File: src/rtl/not16_rr_arbiter.sv
`default_nettype none
// ============================================================================
//  Module      : not16_rr_arbiter
//  Description : Round-robin arbiter sharing a single 16-bit bitwise inverter
//                between N_REQ valid/ready requesters. The result is held in
//                one registered stage with its own valid/ready handshake and
//                is tagged with the index of the winning requester.
//                Optional grant statistics are enabled by defining
//                NOT16_RR_ARBITER_STATS_EN (adds clr_stats / grant_count).
//  Revision    : 1.0 - initial release
// ============================================================================
module not16_rr_arbiter #(
    parameter int N_REQ = 4,
    parameter int ID_W  = $clog2(N_REQ)
) (
    input  logic                  clk,
    input  logic                  rst_n,
    input  logic                  en,
    input  logic [N_REQ-1:0]      req_valid,
    input  logic [16*N_REQ-1:0]   req_data,
    output logic [N_REQ-1:0]      req_ready,
    output logic                  out_valid,
    output logic [15:0]           out_data,
    output logic [ID_W-1:0]       out_id,
    input  logic                  out_ready
`ifdef NOT16_RR_ARBITER_STATS_EN
    ,
    input  logic                  clr_stats,
    output logic [15:0]           grant_count
`endif
);

    localparam int c_DATA_W = 16;

    // Modulo-N_REQ addition used for the circular priority scan and pointer
    function automatic logic [ID_W-1:0] wrap_add(input logic [ID_W-1:0] base, input int off);
        int s;
        s = int'(base) + off;
        if (s >= N_REQ) begin
            s = s - N_REQ;
        end
        return s[ID_W-1:0];
    endfunction

    logic [c_DATA_W-1:0] w_ops [N_REQ];
    logic [ID_W-1:0]     w_grant;
    logic                w_any;
    logic                w_accept;
    logic [c_DATA_W-1:0] w_sel;

    logic                r_out_valid;
    logic [c_DATA_W-1:0] r_out_data;
    logic [ID_W-1:0]     r_out_id;
    logic [ID_W-1:0]     r_prio;

    // Split the flat operand bus and decode the one-hot ready vector
    generate
        for (genvar gi = 0; gi < N_REQ; gi++) begin : g_port
            assign w_ops[gi]     = req_data[c_DATA_W*gi +: c_DATA_W];
            assign req_ready[gi] = w_accept && (w_grant == ID_W'(gi));
        end
    endgenerate

    // Circular scan from the priority pointer; scanning backwards lets the
    // lowest offset from the pointer be the last (winning) assignment
    always_comb begin
        w_grant = '0;
        w_any   = 1'b0;
        for (int k = N_REQ - 1; k >= 0; k--) begin
            if (req_valid[wrap_add(r_prio, k)]) begin
                w_grant = wrap_add(r_prio, k);
                w_any   = 1'b1;
            end
        end
    end

    // rst_n gating keeps every req_ready low for the whole reset assertion
    assign w_accept = rst_n && en && w_any && (!r_out_valid || out_ready);
    assign w_sel    = w_ops[w_grant];

    // Result stage: load on accept (also covers drain+load), else drain
    always_ff @(posedge clk or negedge rst_n) begin
        if (!rst_n) begin
            r_out_valid <= 1'b0;
            r_out_data  <= '0;
            r_out_id    <= '0;
            r_prio      <= '0;
        end else if (w_accept) begin
            r_out_valid <= 1'b1;
            r_out_data  <= ~w_sel;
            r_out_id    <= w_grant;
            r_prio      <= wrap_add(w_grant, 1);
        end else if (r_out_valid && out_ready) begin
            r_out_valid <= 1'b0;
        end
    end

    assign out_valid = r_out_valid;
    assign out_data  = r_out_data;
    assign out_id    = r_out_id;

`ifdef NOT16_RR_ARBITER_STATS_EN
    logic [15:0] r_grant_count;

    // Saturating accept counter; a synchronous clear beats a same-cycle count
    always_ff @(posedge clk or negedge rst_n) begin
        if (!rst_n) begin
            r_grant_count <= '0;
        end else if (clr_stats) begin
            r_grant_count <= '0;
        end else if (w_accept && (r_grant_count != 16'hFFFF)) begin
            r_grant_count <= r_grant_count + 16'd1;
        end
    end

    assign grant_count = r_grant_count;
`endif

endmodule
`default_nettype wire

File: config.mk
export PLATFORM = sky130hd
export DESIGN_NAME = not16_rr_arbiter
export DESIGN_NICKNAME = d
export VERILOG_FILES = /design/src/rtl/not16_rr_arbiter.sv
export SDC_FILE = /design/constraint.sdc
export NUM_CORES = 1
export LEC_CHECK = 0
export ABC_AREA = 0
export BUFFER_PORTS_ARGS = -buffer_cell sky130_fd_sc_hd__buf_2
export CAP_MARGIN = 40
export CORE_UTILIZATION = 41
export DETAILED_ROUTE_END_ITERATION = 6
export PLACE_DENSITY = 0.8
export SKIP_LAST_GASP = 1
export SYNTH_ARGS = -nofsm -noshare
export SYNTH_HDL_FRONTEND = slang
export SYNTH_SLANG_ARGS = --single-unit
File: constraint.sdc
create_clock -name clk -period 2.6 [get_ports clk]
set_input_delay 0.52 -clock clk [delete_from_list [all_inputs] [get_ports clk]]
set_output_delay 0.52 -clock clk [all_outputs]
set_load 0.02 [all_outputs]
# Word-level counts from Yosys, hierarchy flattened

Index checks and enable logic that the tools add are counted.

Input bits: 72
Output and inout port bits: 23
Bits in registers: 21
Word-level logic and storage cells: 66

Equal/unequal tests: 3
Muxes and demuxes: 26
Reduce and logical (&&, ||, !) cells: 12
Bitwise operators: 2
$lt $le $gt $ge: 10
Add/subtract/negate cells: 9

Operator list:

| operator                                                                      | count |
|---|---|
| 16-bit binary-select mux with 2-bit select                                    | 1 |
| 16-bit 2-to-1 mux                                                             | 2 |
| 2-bit 2-to-1 mux                                                              | 9 |
| 16-bit inverter                                                               | 1 |
| 3-bit >= comparator (second input constant)                                   | 5 |
| 2-bit by 3-bit less-than comparator with 1-bit output (second input constant) | 4 |
| 1-bit 2-to-1 mux                                                              | 10 |
| 2-bit by 1-bit subtractor with 2-bit output (second input constant)           | 5 |
| 1-bit binary-select mux with 2-bit select                                     | 4 |
| 1-bit logical AND                                                             | 8 |
| 2-bit by 1-bit adder with 3-bit output (second input constant)                | 2 |
| 2-bit by 2-bit adder with 3-bit output (second input constant)                | 2 |
| 2-bit == test (second input constant)                                         | 2 |
| 2-bit by 3-bit >= comparator with 1-bit output (second input constant)        | 1 |
| 2-bit inverter with 3-bit output                                              | 1 |
| 2-bit by 1-bit == test with 1-bit output (second input constant)              | 1 |
| 2-bit zero test                                                               | 1 |
| 2-bit nonzero test                                                            | 1 |
| 1-bit zero test                                                               | 1 |
| 1-bit logical OR                                                              | 1 |

# Depth between registers and ports, before layout

Gate-level depths: netlist of the first run.

Word-level depth: 14
Gate-level depth with buffers: 7
Depth with buffers taken out: 5

# Least setup slack after synthesis of the first run

Ideal clock, no wire load.

Path kind: input port to output port
From: input port req_valid[1]
To: output port req_ready[1]
Stages: 5
Arrival time: 1.827 ns
Path buffers: 1
Path slack: 0.253 ns
Cells stage by stage: inv_1 > a221oi_1 > nor2_4 > buf_4 > nor3_1

Cells in the longest elaborated chain, start to end: 9
Elaborated cells between the ends (all ways): 20

Ends and longest elaborated chain:

| what                                      | RTL line | RTL |
|---|---|---|
| start, declared                           | 19       | `input logic [N_REQ-1:0] req_valid,` |
| 1-bit binary-select mux with 2-bit select | 70       | `if (req_valid[wrap_add(r_prio, k)]) begin` |
| 1-bit 2-to-1 mux (not written as such)    | 70       |  |
| 1-bit 2-to-1 mux (4 in a row)             | 70       |  |
| 1-bit logical AND (2 in a row)            | 78       | `assign w_accept = rst_n && en && w_any && (!r_out_valid \|\| out_ready);` |
| 1-bit logical AND (*)                     | 60       | `assign req_ready[gi] = w_accept && (w_grant == ID_W'(gi));` |
| end, declared                             | 21       | `output logic [N_REQ-1:0] req_ready,` |

Every way passes the cells marked *; elsewhere a longest branch is shown, timed or not. The select of a mux whose other input is x is not followed.

# Worst setup path in the final report of the first run

From: register r_prio[1]
To: output port req_ready[2]

Cells in the longest elaborated chain, start to end: 12
Elaborated cells between the ends (all ways): 35

Ends and longest elaborated chain:

| what                                                                               | RTL line | RTL |
|---|---|---|
| start, declared                                                                    | 54       | `logic [ID_W-1:0] r_prio;` |
| start signal, assigned                                                             | 92       | `r_prio <= wrap_add(w_grant, 1);` |
| 2-bit by 2-bit adder with 3-bit output                                             | 38       | `s = int'(base) + off;` |
| 3-bit >= comparator or 2-bit by 1-bit subtractor with 2-bit output (tied branches) | 39, 40   |  |
| 2-bit 2-to-1 mux                                                                   | 39       | `if (s >= N_REQ) begin` |
| 1-bit binary-select mux with 2-bit select                                          | 70       |  |
| 1-bit 2-to-1 mux (not written as such)                                             | 70       |  |
| 1-bit 2-to-1 mux (4 in a row)                                                      | 70       |  |
| 1-bit logical AND (2 in a row)                                                     | 78       |  |
| 1-bit logical AND (*)                                                              | 60       |  |

Marked as above.

==> implementation parameters, run 1 <==
Parameter                              Value

Yosys
  Cell area after synthesis ... about 1400 sq um
  Synth Register Bits ... 21
  Seq/Total Area, Yosys ... a little under two fifths
  Yosys cell types ... 26
  Mean area per synthesized cell ... 10.9 sq um
  Share of the synthesized area in the top cell type ... between 30% and 40%
  Most frequently used flop master after synthesis ... dfrtp_1
  Number of warning messages in the yosys log ... 0
  Count of mapped cells out of synthesis ... around 130
  Leading post-synthesis cells by cell area ... dfrtp_1 (38%), mux2i_1 (23%), a221o_1 (12%), and2_1 (7.3%), buf_6 (4.1%)
  Library cell with the largest summed area after synthesis ... dfrtp_1
  Total nets after synthesis ... just under 200
  Count leader, synth ... mux2i_1
  Most frequent cells after synthesis ... mux2i_1 (32), dfrtp_1 (21), a221o_1 (16), and2_1 (16), buf_6 (5)
  Share of async-settable or async-resettable flops after synthesis ... 100%
  Number of flops mapped to enable cells by yosys ... 0

Clocking
  Count of H-tree levels built during CTS ... 1
  Clock-pin slew on the worst setup and hold paths ... 0.12 ns
  Number of buffers on the longest clock path ... 2
  Clock latency at the later pin of the worst-skew pair ... 0.30 ns
  Number of buffers added by the clock tree synthesis step ... 3
  Post-CTS Hold Buffers ... 0
  CTS tree ... yes
  Sinks on the clock net ... 21
  Post-CTS Resized ... 0
  Clk Tree Root Cell ... clkbuf_4
  Post-CTS Setup Bufs ... 0

Routing
  Met2 WL post-DR ... ~1.7 mm
  Number of remaining DRC errors ... 0
  Post-DR wirelength/cell ... approximately 13 um
  Initial DRC count ... 17
  Vias/cell ... ~5
  Met1 layer wirelength in the final routing ... 1.53 mm
  Number of iterations in the first detailed-routing pass ... 4
  Total via count after detailed routing ... between 1000 and 1500
  Met3 wire length ... about 220 um
  Top routing layer in use ... met4
  Total routed wirelength ... approximately 3.4 mm
  Final antenna-violating net count ... 0

GRT
  Maximum number of pins on one net before global-route repair ... 23
  Total track usage ... between 10% and 20%
  GRT Residual Overflow ... 0
  First-pass GRT wire length ... approximately 5.2 mm
  Number of global-route vias before repair ... 1208
  Initial antenna violation count ... 0

Finish
  Post-layout net count ... between 200 and 300
  Area of all placed cells without fillers ... 1920 sq um
  Share of post-route cells with drive strength above 1 ... about half
  Area growth, synth to finish ... 39.0%
  Final-layout fill cell count ... around 280
  Final antenna diode count ... 0

Pwr
  Combinational power share ... around three fifths
  Design internal power ... 1.00 mW
  Power spent charging and discharging nets ... ~0.73 mW
  Clock Power Share ... 9.1%
  Worst vdd ir ... around 440 uV
  Static leakage power ... 1.09 nW
  Relative contribution of sequential cells to total power ... ~31%
  Pwr Density ... 902 nW/um^2
  Sw Ratio ... between 40% and 50%

Timing
  Relative slew slack ... between 50% and 60%
  Number of failing hold endpoints at the final stage ... 0
  Count of pins over their slew limit ... 0
  Clock period minus worst slack ... about 2.4 ns
  Achievable clock frequency ... between 0.4 and 0.5 GHz
  Unrepaired setup endpoints after global routing ... no
  Max Clock Skew ... between 0.004 and 0.005 ns
  Actual slew at the worst max-slew pin ... 0.696 ns
  Final setup violation count ... 0
  Post-Route Setup TNS ... 0 ns
  Tcrit/Tclk final ... between 90% and 100%

Floorplanning
  Total I/O pin count ... 95
  Die span in y ... 60.0 um
  Initial core utilization ... roughly 44%
  Die Area ... about 3600 sq um
  Row count ... 20
  Width of the die ... approximately 60 um
  Area of the core ... about 3100 sq um

Place
  HPWL after DPL ... between 2 and 3 mm
  Weighted congestion at the end of routability-driven global placement ... 0.780
  Area after DPL ... ~1900 sq um
  Buffers on Ports ... 94

Worst setup path
  Worst endpoint data arrival time ... about 1.8 ns
  Endpoint kind of the worst setup timing path ... output pin
  Master of the slowest instance on the critical path ... nor2_4
  Maximum fanout along the worst path ... 16
  Category of the critical setup timing path ... reg2out
  Setup crit start kind ... register
  Required arrival time at the worst endpoint ... between 2 and 2.5 ns
  Slowest cell delay on critical path ... 0.45 ns
  Crit path cell chain ... o21bai_1 > a221oi_2 > nor2_4 > nor3b_1 > buf_2

Run
  Max-cap violations ... 0

Min path
  Hold Path Class ... in2async

Outcome
  Run status ... completed
==> logic make-up after synthesis <==
kind of cell	synth area share [%]
flops	38.1
compound gates	16.3
mux	23.2
buf+inv	6.44
simple gates	15.2
xor+xnor	0.635
==> final timing paths <==
check                               start      endpoint  slack (ns)  cells past startpoint
worst min-delay path                rst_n  out_data[12]        0.19                      2
max in group asynchronous           rst_n   out_data[5]        2.20                      2
worst max-delay path            r_prio[1]  req_ready[2]        0.24                      5
worst min register to register  out_id[0]     out_id[0]        0.50                      1
worst max register to register  r_prio[1]  out_data[15]        0.57                      5
min in group clk                out_ready     out_valid        0.48                      3
==> sequential cells by signal (all words and copies together), names as in the netlist <==
signal and count:
out_data 16, out_id 2, r_prio 2, out_valid 1
==> placed cells by master (no fill, tap or decap), types with 3 or more instances in the layout <==
cell type,synthesis,layout
inv_1,3,3
and2_1,16,16
nor3_1,4,4
buf_4,1,4
a21oi_1,3,3
clkbuf_4,0,3
a221o_1,16,16
buf_2,2,94
mux2i_1,32,32
dfrtp_1,21,21
==> power by group through the flow <==
stage                     registers [mW]  logic, mW  clock network [mW]
after floorplan                    0.685      0.610                   0
after global placement             0.546       1.01                   0
after detailed placement           0.540       1.04                   0
after CTS                          0.539       1.03               0.159
after global routing               0.560       1.12               0.177
final                              0.539       1.03               0.157
==> stage by stage <==
stage / hold WS, ns / total power, mW / utilization (%) / instances / setup WS (ns)
6_report: 0.189 / 1.73 / 61.3 / 264 / 0.238
5_1_grt: 0.193 / 1.85 / 61.3 / 264 / 0.0915
4_1_cts: 0.197 / 1.73 / 60.9 / 264 / 0.0263
3_5_place_dp: 0.470 / 1.58 / 60.0 / 260 / 0.208
3_3_place_gp: 0.460 / 1.56 / 60.0 / 260 / 0.282
2_1_floorplan: 0.224 / 1.29 / - / 126 / 0.253
==> per-layer routing <==
metal	up-vias	global-route usage, %
met1	591	23.7
met4	0	2.99
li1	667	-
met2	61	35.4
met3	2	2.81
met5	-	0
==> worst max-delay path, delay by kind of cell, from the launching register on <==
| kind | cells | cell delay [ns] |
|---|---|---|
| DFF | 1 | 0.44 |
| and+or+nand+nor | 2 | 0.68 |
| buffers and inverters | 1 | 0.19 |
| AOI/OAI and AO/OA | 2 | 0.23 |
==> final cells by class <==
cell class / instances / area, sq um / share of cell area, %
multi-input cells: 93 / 777 / 40.5
flip-flops and latches: 21 / 526 / 27.4
repair buffers: 99 / 520 / 27.2
well taps: 44 / 55.1 / 2.87
clock buffers: 3 / 22.5 / 1.17
inverters: 3 / 11.3 / 0.587
clock inverters: 1 / 5.00 / 0.261
Note: power is estimated with default switching activity, not from simulation.
==> run 2: changes to the inputs <==
--- a/config.mk
+++ b/config.mk
@@ -9,7 +9,8 @@
 export BUFFER_PORTS_ARGS = -buffer_cell sky130_fd_sc_hd__buf_2
 export CAP_MARGIN = 40
-export CORE_UTILIZATION = 41
+export CORE_UTILIZATION = 43
+export CTS_BUF_LIST = sky130_fd_sc_hd__clkbuf_8
 export DETAILED_ROUTE_END_ITERATION = 6
-export PLACE_DENSITY = 0.8
+export PLACE_DENSITY = 0.83
 export SKIP_LAST_GASP = 1
 export SYNTH_ARGS = -nofsm -noshare
==> constraint.sdc (replaced) <==
create_clock -name clk -period 2.6 [get_ports clk]
set_input_delay 0.52 -clock clk [delete_from_list [all_inputs] [get_ports clk]]
set_output_delay 0.52 -clock clk [all_outputs]
set_load 0.005 [all_outputs]
==> implementation parameters, run 2 (same netlist as run 1, synthesis figures left out) <==
Parameter                              Value

Floorplanning
  Area of the core ... approximately 3100 sq um
  Row count ... 20
  Initial core utilization ... between 40 and 50%
  Die span in y ... roughly 60 um
  Width of the die ... between 50 and 60 um
  Die Area ... between 3000 and 4000 sq um
  Total I/O pin count ... 95

GRT
  First-pass GRT wire length ... between 5 and 6 mm
  GRT Residual Overflow ... 0
  Maximum number of pins on one net before global-route repair ... 22
  Number of global-route vias before repair ... 1310
  Total track usage ... 21.3%
  Initial antenna violation count ... 0

Clocking
  Post-CTS Resized ... 0
  Count of H-tree levels built during CTS ... 1
  Number of buffers added by the clock tree synthesis step ... 3
  Clock latency at the later pin of the worst-skew pair ... 0.25 ns
  Sinks on the clock net ... 21
  Number of buffers on the longest clock path ... 2
  Clock-pin slew on the worst setup and hold paths ... roughly 0.070 ns
  Clk Tree Root Cell ... clkbuf_8
  Post-CTS Setup Bufs ... 0
  Post-CTS Hold Buffers ... 0
  CTS tree ... yes

Place
  Buffers on Ports ... between 90 and 100
  HPWL after DPL ... roughly 2.7 mm
  Weighted congestion at the end of routability-driven global placement ... about 0.8
  Worst slack, placed ... between 0.2 and 0.3 ns

Routing
  Vias/cell ... 5.19
  Post-DR wirelength/cell ... 12.9 um
  Number of iterations in the first detailed-routing pass ... 4
  Total via count after detailed routing ... between 1000 and 1500
  Total routed wirelength ... between 3 and 4 mm
  Final antenna-violating net count ... 0
  Initial DRC count ... 19
  Number of remaining DRC errors ... 0

Pwr
  Worst vdd ir ... 404 uV
  Total Power Consumption ... 1.61 mW
  Pwr Density ... ~840 nW/um^2
  Static leakage power ... 1.09 nW

Run
  Max-cap violations ... 0

Timing
  Post-route setup slack ... 0.286 ns
  Final setup violation count ... 0
  Max Clock Skew ... 0.000805 ns
  Tcrit/Tclk final ... 89.0%
  Number of failing hold endpoints at the final stage ... 0
  Count of pins over their slew limit ... 0
  Relative slew slack ... between 50% and 60%
  Achievable clock frequency ... around 0.43 GHz
  Unrepaired setup endpoints after global routing ... no
  Actual slew at the worst max-slew pin ... about 0.74 ns
  Clock period minus worst slack ... about 2.3 ns
  Post-Route Setup TNS ... 0 ns

Worst setup path
  Maximum fanout along the worst path ... 13
  Setup crit start kind ... register
  Endpoint kind of the worst setup timing path ... output pin
  Category of the critical setup timing path ... reg2out
  Worst endpoint data arrival time ... 1.79 ns
  Required arrival time at the worst endpoint ... around 2.1 ns

Finish
  Max FFs per register ... 16
  Most frequent standard cell in the layout excluding fill and tap cells ... buf_2
  Share of post-route cells with drive strength above 1 ... 47.7%
  Register area ... between 500 and 600 sq um
  Area growth, synth to finish ... 39.4%
  Most used cells in the layout excluding fill and tap cells ... buf_2 (94), mux2i_1 (32), dfrtp_1 (21)
  Final-layout fill cell count ... 276
  Fin util ... 63.0%
  Final antenna diode count ... 0
  Multi-input gate area in the final layout ... about 760 sq um
  Post-layout net count ... 293

Min path
  Hold Path Class ... in2async

Outcome
  Run status ... completed
run 2: cell count changes in the layout (fill, tap and decap cells not counted), sizes merged:
cell | before | now
inv | 3 | 4
clkinv | 1 | 0
run 2: power breakdown:
part           leakage, nW  switching, mW  internal, mW  total (mW)
sequential           0.260         0.0709         0.462       0.533
clock               0.0269         0.0976         0.105       0.202
combinational        0.803          0.398         0.480       0.877
run 2: through the flow:
step                instance area (sq um)  cells  hold slack (ns)
floorplan                            1380    126            0.224
global placement                     1880    260            0.458
detailed placement                   1880    260            0.465
CTS                                  1920    264            0.255
global route                         1920    264            0.270
finish                               1920    264            0.246
run 2: final timing paths:
| kind | from | endpoint | slack, ns | cells past startpoint |
|---|---|---|---|---|
| max in group asynchronous | rst_n | out_data[0] | 2.14 | 2 |
| min in group clk | out_id[0] | out_id[0] | 0.48 | 1 |
| worst max-delay path | r_prio[1] | req_ready[2] | 0.29 | 5 |
| worst min-delay path | rst_n | out_data[12] | 0.25 | 2 |
| worst min register to register | out_id[0] | out_id[0] | 0.48 | 1 |
| worst max register to register | r_prio[1] | out_data[2] | 0.54 | 6 |
run 2: worst max-delay path, cell delays in order, from the launching register on:
cell and delay (ns):
dfrtp_1 0.43, o21bai_1 0.18, a221oi_1 0.41, nor2_4 0.20, nor3b_1 0.19, buf_2 0.13
run 2: area by class of cell:
| class | count | share of cell area, % |
|---|---|---|
| repair buffers | 99 | 27.1 |
| multi-input cells | 93 | 39.8 |
| flip-flops and latches | 21 | 27.3 |
| clock buffers | 3 | 2.15 |
| inverters | 3 | 0.586 |
| clock inverters | 1 | 0.195 |
| well taps | 44 | 2.86 |
run 2: routing by layer:
metal  global-route usage, %  share of wire [%]  vias to the layer above
met3                    4.40                8.4                        2
met2                    40.2                 49                       61
met1                    25.0                 42                      636
met5                       0                  0                        -
met4                    4.08               0.38                        0
li1                        -                  -                      670
